`src/rtl/loader_pkg.sv`:
```
`default_nettype none
// ============================================================================
// Package     : loader_pkg
// Description : Shared types and constants for the instruction-memory loader.
// Revision    : 1.0 - initial release
// ============================================================================
package loader_pkg;

  // Depth shared with instruction_memory, in 32-bit words.
  localparam int IMEM_DEPTH_WORDS = 64;

  typedef enum logic [2:0] {
    IDLE   = 3'd0,
    LEN_LO = 3'd1,
    LEN_HI = 3'd2,
    DATA   = 3'd3,
    WRITE  = 3'd4,
    DONE   = 3'd5,
    ERROR  = 3'd6
  } loader_state_t;

  // States in which the loader is waiting for stream bytes.
  function automatic logic state_takes_bytes(input loader_state_t s);
    return (s == LEN_LO) || (s == LEN_HI) || (s == DATA);
  endfunction

  // States in which a start pulse begins a new load.
  function automatic logic state_accepts_start(input loader_state_t s);
    return (s == IDLE) || (s == DONE) || (s == ERROR);
  endfunction

endpackage
`default_nettype wire

```
`src/rtl/word_assembler.sv`:
```
`default_nettype none
// ============================================================================
// Module      : word_assembler
// Description : Packs four stream bytes into one little-endian 32-bit word.
//               First byte lands in bits[7:0], fourth in bits[31:24].
// Revision    : 1.0 - initial release
// ============================================================================
module word_assembler (
  input  logic        clk,
  input  logic        rst_n,
  input  logic        i_clear,
  input  logic        i_load,
  input  logic [7:0]  i_byte,
  output logic [31:0] o_word,
  output logic        o_word_full
);

  logic [1:0]  r_byte_cnt;
  logic [31:0] r_word;

  // Byte lane write and lane counter; the counter wraps after the 4th byte.
  always_ff @(posedge clk) begin
    if (!rst_n) begin
      r_byte_cnt <= 2'd0;
      r_word     <= 32'd0;
    end else if (i_clear) begin
      r_byte_cnt <= 2'd0;
    end else if (i_load) begin
      case (r_byte_cnt)
        2'd0:    r_word[7:0]   <= i_byte;
        2'd1:    r_word[15:8]  <= i_byte;
        2'd2:    r_word[23:16] <= i_byte;
        default: r_word[31:24] <= i_byte;
      endcase
      r_byte_cnt <= r_byte_cnt + 2'd1;
    end
  end

  assign o_word      = r_word;
  // Asserted in the cycle whose byte completes the word.
  assign o_word_full = i_load && (r_byte_cnt == 2'd3);

endmodule
`default_nettype wire

```
`src/rtl/imem_loader.sv`:
```
`default_nettype none
// ============================================================================
// Module      : imem_loader
// Description : Receives a length-prefixed byte stream, packs it into 32-bit
//               words and writes them to instruction memory from word 0 up.
//               Holds the core in reset while loading or after an error.
// Revision    : 1.0 - initial release
// ============================================================================
module imem_loader
  import loader_pkg::*;
#(
  parameter  int          DEPTH_WORDS = IMEM_DEPTH_WORDS,
  parameter  int unsigned TIMEOUT_CYC = 100000,
  localparam int          ADDR_W      = $clog2(DEPTH_WORDS)
) (
  input  logic              clk,
  input  logic              rst_n,
  input  logic              i_start,
  input  logic              i_in_valid,
  input  logic [7:0]        i_in_data,
  output logic              o_in_ready,
  output logic              o_imem_we,
  output logic [ADDR_W-1:0] o_imem_waddr,
  output logic [31:0]       o_imem_wdata,
  output logic              o_core_rst_n,
  output logic              o_busy,
  output logic              o_done,
  output logic              o_error,
  output logic [ADDR_W:0]   o_words_written
);

  localparam logic [15:0] c_DEPTH16    = 16'(DEPTH_WORDS);
  localparam logic [31:0] c_IDLE_LAST  = 32'(TIMEOUT_CYC - 1);

  loader_state_t   r_state;
  loader_state_t   w_next_state;

  logic [7:0]      r_len_lo;
  logic [ADDR_W:0] r_len;
  logic [ADDR_W:0] r_idx;
  logic [31:0]     r_idle_cnt;

  logic            w_in_ready;
  logic            w_xfer;
  logic            w_start_ok;
  logic [15:0]     w_len16;
  logic            w_len_bad;
  logic            w_timeout;
  logic [ADDR_W:0] w_idx_next;
  logic            w_word_full;
  logic [31:0]     w_word;

  // Ready depends only on the registered state, so no input reaches an output.
  assign w_in_ready = state_takes_bytes(r_state);
  assign w_xfer     = i_in_valid && w_in_ready;
  assign w_start_ok = i_start && state_accepts_start(r_state);
  assign w_len16    = {i_in_data, r_len_lo};
  assign w_len_bad  = (w_len16 == 16'd0) || (w_len16 > c_DEPTH16);
  assign w_timeout  = w_in_ready && !w_xfer && (r_idle_cnt == c_IDLE_LAST);
  assign w_idx_next = r_idx + 1'b1;

  word_assembler u_word_assembler (
    .clk         (clk),
    .rst_n       (rst_n),
    .i_clear     (w_start_ok),
    .i_load      (w_xfer && (r_state == DATA)),
    .i_byte      (i_in_data),
    .o_word      (w_word),
    .o_word_full (w_word_full)
  );

  // State register.
  always_ff @(posedge clk) begin
    if (!rst_n) begin
      r_state <= IDLE;
    end else begin
      r_state <= w_next_state;
    end
  end

  // Next-state decode and state-decoded outputs.
  always_comb begin
    w_next_state = r_state;
    o_imem_we    = 1'b0;
    o_busy       = 1'b0;
    o_done       = 1'b0;
    o_error      = 1'b0;
    o_core_rst_n = 1'b0;
    case (r_state)
      IDLE: begin
        o_core_rst_n = 1'b1;
        if (w_start_ok) w_next_state = LEN_LO;
      end
      LEN_LO: begin
        o_busy = 1'b1;
        if (w_timeout)   w_next_state = ERROR;
        else if (w_xfer) w_next_state = LEN_HI;
      end
      LEN_HI: begin
        o_busy = 1'b1;
        if (w_timeout)   w_next_state = ERROR;
        else if (w_xfer) w_next_state = w_len_bad ? ERROR : DATA;
      end
      DATA: begin
        o_busy = 1'b1;
        if (w_timeout)        w_next_state = ERROR;
        else if (w_word_full) w_next_state = WRITE;
      end
      WRITE: begin
        o_busy       = 1'b1;
        o_imem_we    = 1'b1;
        w_next_state = (w_idx_next == r_len) ? DONE : DATA;
      end
      DONE: begin
        o_done       = 1'b1;
        o_core_rst_n = 1'b1;
        if (w_start_ok) w_next_state = LEN_LO;
      end
      ERROR: begin
        o_error = 1'b1;
        if (w_start_ok) w_next_state = LEN_LO;
      end
      default: begin
        w_next_state = IDLE;
      end
    endcase
  end

  // Capture the two length bytes; only the in-range low bits are kept.
  always_ff @(posedge clk) begin
    if (!rst_n) begin
      r_len_lo <= 8'd0;
      r_len    <= '0;
    end else if ((r_state == LEN_LO) && w_xfer) begin
      r_len_lo <= i_in_data;
    end else if ((r_state == LEN_HI) && w_xfer) begin
      r_len    <= w_len16[ADDR_W:0];
    end
  end

  // Word index doubles as the words-written count; advances once per WRITE.
  always_ff @(posedge clk) begin
    if (!rst_n) begin
      r_idx <= '0;
    end else if (w_start_ok) begin
      r_idx <= '0;
    end else if (r_state == WRITE) begin
      r_idx <= w_idx_next;
    end
  end

  // Idle counter: cleared on every transfer and state change, counts while waiting for bytes.
  always_ff @(posedge clk) begin
    if (!rst_n) begin
      r_idle_cnt <= 32'd0;
    end else if (w_xfer || (w_next_state != r_state)) begin
      r_idle_cnt <= 32'd0;
    end else if (w_in_ready) begin
      r_idle_cnt <= r_idle_cnt + 32'd1;
    end
  end

  assign o_in_ready      = w_in_ready;
  assign o_imem_waddr    = r_idx[ADDR_W-1:0];
  assign o_imem_wdata    = w_word;
  assign o_words_written = r_idx;

endmodule
`default_nettype wire

```
`config.mk`:
```
export PLATFORM = sky130hd
export DESIGN_NAME = imem_loader
export DESIGN_NICKNAME = d
export VERILOG_FILES = /design/src/rtl/loader_pkg.sv /design/src/rtl/word_assembler.sv /design/src/rtl/imem_loader.sv
export SDC_FILE = /design/constraint.sdc
export NUM_CORES = 1
export LEC_CHECK = 0
export BUFFER_PORTS_ARGS = -buffer_cell sky130_fd_sc_hd__clkbuf_2
export CORE_MARGIN = 5
export CORE_UTILIZATION = 51
export CTS_CLUSTER_SIZE = 24
export DETAILED_ROUTE_END_ITERATION = 12
export GPL_ROUTABILITY_DRIVEN = 0
export PLACE_DENSITY_LB_ADDON = 0.15
export SETUP_SLACK_MARGIN = 0.02
export SYNTH_ARGS = -nofsm -noshare
export SYNTH_HDL_FRONTEND = slang
export SYNTH_HIERARCHICAL = 1
export SYNTH_SLANG_ARGS = --single-unit
```
`constraint.sdc`:
```
create_clock -name clk -period 2.3 [get_ports clk]
set_input_delay 0.46 -clock clk [delete_from_list [all_inputs] [get_ports clk]]
set_output_delay 0.46 -clock clk [all_outputs]
set_load 0.02 [all_outputs]
```
==> metrics.md <==
| Metric | Value |
|---|---|
| Met2 usage | `29.99%` |
| Seq/Total Area, Yosys | `41.80%` |
| Bufs on Longest Clock Path | `2` |
| Maximum VDD drop | `0.0004389 V` |
| Max FO, Critical Path | `17` |
| Layout filler cell count | `735` |
| Total chip power | `2944 uW` |
| Residual DRC count | `0` |
| Status | `finished, final reports clean` |
| EDFF count, synth | `0` |
| Die X | `102.4 microns` |
| Sw Ratio | `27.86%` |
| Area of the multi-input gates | `0.002356 sq mm` |
| Cell with the most instances after synthesis | `dfxtp_1` |
| Clk_lat worst skew | `0.36 ns` |
| GR Util met3 | `4.846%` |
| Post-synth ARST share | `0%` |
| DR WL/cell | `13.63 microns` |
| #FFs+latches synth | `91` |
| Hold Crit Start | `i_in_data[1]` |
| All-layer global routing usage | `17.89%` |
| Syn nets | `502` |
| Worst reg2reg endpoint | `r_idle_cnt[1]` |
| CTS Hold Bufs | `0` |
| Synth area leaders | `dfxtp_1 (42%), mux2i_1 (9.4%), nand2_1 (7.1%)` |
| Synth Warn # | `6` |
| Hold worst-path end | `r_len_lo[1]` |
| Ant diodes | `0` |
| Fmax achieved | `457.3 MHz` |
| Setup violations, final | `0` |
| Critical Path AT | `2.47 ns` |
| Io pins | `63` |
| Hold Path Depth | `3` |
| Met1 usage | `22.39%` |
| Main synth FF type | `dfxtp_1` |
| Syn Area/Cell | `9.004 sq um` |
| Crit Path Class | `reg -> reg` |
| Seq. cell area | `0.001823 sq mm` |
| Most frequent cells after synthesis | `dfxtp_1 (91), nand2_1 (83), mux2i_1 (41), nor2_2 (30), nor2_1 (29)` |
| Worst Hold Class | `in -> reg` |
| Finished Layout Cells | `664` |
| Iter 0 DRT Violations | `100` |
| Worst-margin pin slew | `0.5343 ns` |
| Mapped Cells | `484` |
| Port bufs | `62` |
| PwrDens | `581.8 mW/mm^2` |
| Initial antenna violation count | `0` |
| Final WL | `9049 microns` |
| Nets | `572` |
| TritonCTS clock tree | `yes` |
| Static Leak | `0.002079 uW` |
| Final Hold Fails | `0` |
| Flop-to-flop setup slack | `0.11 ns` |
| Fin Clk Skew | `0.01325 ns` |
| CTS sink cnt | `91` |
| Layout cells sized above 1 | `25.40%` |
| CTS Buf Count | `9` |
| Clock transition at path regs | `0.10 ns` |
| Row cnt | `33` |
| Global-route wire length before repair | `15140 microns` |
| Slew HR | `64.38%` |
| Vias | `3452` |
| Max Slew Vio Count | `0` |
| Die height | `102.4 microns` |
| P_int | `2124 uW` |
| Final period utilization | `95.07%` |
| Initial Utilization | `52.77%` |
| Placed insts | `648` |
| Seq pwr share | `54.5%` |
| Max cap viols | `0` |
| TritonRoute pass-1 iters | `4` |
| ANT nets after route | `0` |
| Core area | `0.008258 sq mm` |
| CTS root buf | `clkbuf_8` |
| RR Startpoint | `o_words_written[0]` |
| Clock network power share | `36.5%` |
| Htree depth | `3` |
| Crit. End Element | `flip-flop` |
| Number of global-route vias before repair | `3338` |
| Combinational share of power | `9.0%` |
| Cells on worst reg2reg path | `8` |
| Largest net degree at the start of global routing | `27` |
| Unrepaired setup endpoints after global routing | `true` |
| CP startpoint kind | `flip-flop` |
| Die area | `0.01049 sq mm` |
| GR Overflow Total | `0` |
| Minimum clock period | `2.187 ns` |
| Mapped cell area | `0.004358 sq mm` |
| Synth area leader | `dfxtp_1` |
| Switching pwr | `820.3 uW` |
| Critical Path RT | `2.59 ns` |
| Yosys top cell area share | `41.80%` |
| Vias per cell | `5.199` |
| Synth cell types | `49` |
| Synthesis-to-finish area growth | `16.14%` |
| DP HPWL | `6902 microns` |
| GRT busiest layer | `met2` |
## placed cells by master, fill, tap and decap left out, drive strengths merged, types with 3 or more instances in the layout
cell,netlist,final
xnor2,22,22
nand4,11,11
nand2,83,83
a21oi,4,4
nand2b,3,3
nor4,9,9
ha,6,6
nor2b,9,9
and3b,3,3
dfxtp,91,91
nand3,18,18
inv,9,11
clkbuf,8,71
clkinv,0,4
a21boi,8,8
nand3b,4,4
mux2i,41,41
nor2,59,59
nor3,6,6
xor2,28,28
buf,18,23
and2,6,6
and3,7,7
o21ai,6,6
## per-layer routing
layer  vias up  part of all wire [%]
met1      1622                    45
li1       1763                     -
met5         -                     0
met4         0                   1.4
met3        13                   4.2
met2        54                    49
## worst max path at each step
stage	cells past startpoint	start	slack (ns)	to
floorplan	10	i_in_valid	0.04	r_idle_cnt[8]
global placement	10	i_in_valid	0.03	r_idle_cnt[1]
detailed placement	10	i_in_valid	-0.02	r_idle_cnt[1]
CTS	8	o_words_written[1]	0.03	r_idle_cnt[1]
global route	8	o_words_written[0]	-0.03	r_idle_cnt[1]
finish	8	o_words_written[0]	0.11	r_idle_cnt[1]
## sequential cells by signal (all words and copies together), names as in the netlist
register / cells
o_words_written: 7
u_word_assembler/o_word: 32
u_word_assembler/r_byte_cnt: 2
r_len: 7
r_idle_cnt: 32
r_len_lo: 8
r_state: 3
## logic make-up (layout without fill, tap and decap cells)
family	count (synthesis)	in the layout	share of synthesized area, %
multiplexers	41	41	9.417
AO/OA/AOI/OAI	33	33	5.513
AND/OR/NAND/NOR	228	228	26.62
flip-flops	91	91	41.80
XOR/XNOR	50	50	10.05
adder cells (fa/ha/maj)	6	6	1.723
buffers and inverters	35	110	4.881
## worst max-delay path, cell delays in order (launching register included)
cell and delay (ns):
dfxtp_1 0.42, ha_2 0.26, nand4_1 0.16, xnor2_1 0.16, a211o_1 0.32, a211oi_4 0.33
o211ai_4 0.14, buf_12 0.19, a21oi_1 0.12
## final cells by class
type	count	area share, %
repair buffers	85	10.04
clock buffers	9	2.447
inverters	9	0.6675
flip-flops and latches	91	36.02
well taps	105	2.596
multi-input cells	358	46.55
clock inverters	7	1.681
## power by group through the flow
| stage | Clock [uW] | Combinational, uW | Sequential (uW) |
|---|---|---|---|
| finish | 1070 | 266 | 1600 |
| floorplan | 0 | 181 | 1640 |
| CTS | 1110 | 267 | 1600 |
| global placement | 0 | 263 | 1640 |
| global route | 1180 | 291 | 1610 |
| detailed placement | 0 | 266 | 1640 |
## per-stage QoR
| step | setup slack (ns) | hold slack, ns | TNS (ns) | utilization (%) | cell area, sq um |
|---|---|---|---|---|---|
| 2_1_floorplan | 0.03701 | 0.4436 | 0 | - | 4367 |
| 3_3_place_gp | 0.03123 | 0.4418 | 0 | 58.45 | 4827 |
| 3_5_place_dp | -0.02114 | 0.4486 | -0.05727 | 58.45 | 4827 |
| 4_1_cts | 0.03173 | 0.3370 | 0 | 60.98 | 5036 |
| 5_1_grt | -0.02730 | 0.3422 | -0.02730 | 61.29 | 5061 |
| 6_report | 0.1133 | 0.3478 | 0 | 61.29 | 5061 |
## what timing repair did
action	CTS	global route
setup endpoints to repair	0	33
gates resized for setup	0	5
setup buffers	0	0
hold endpoints to repair	0	0
Power figures use the tool's default switching activity.
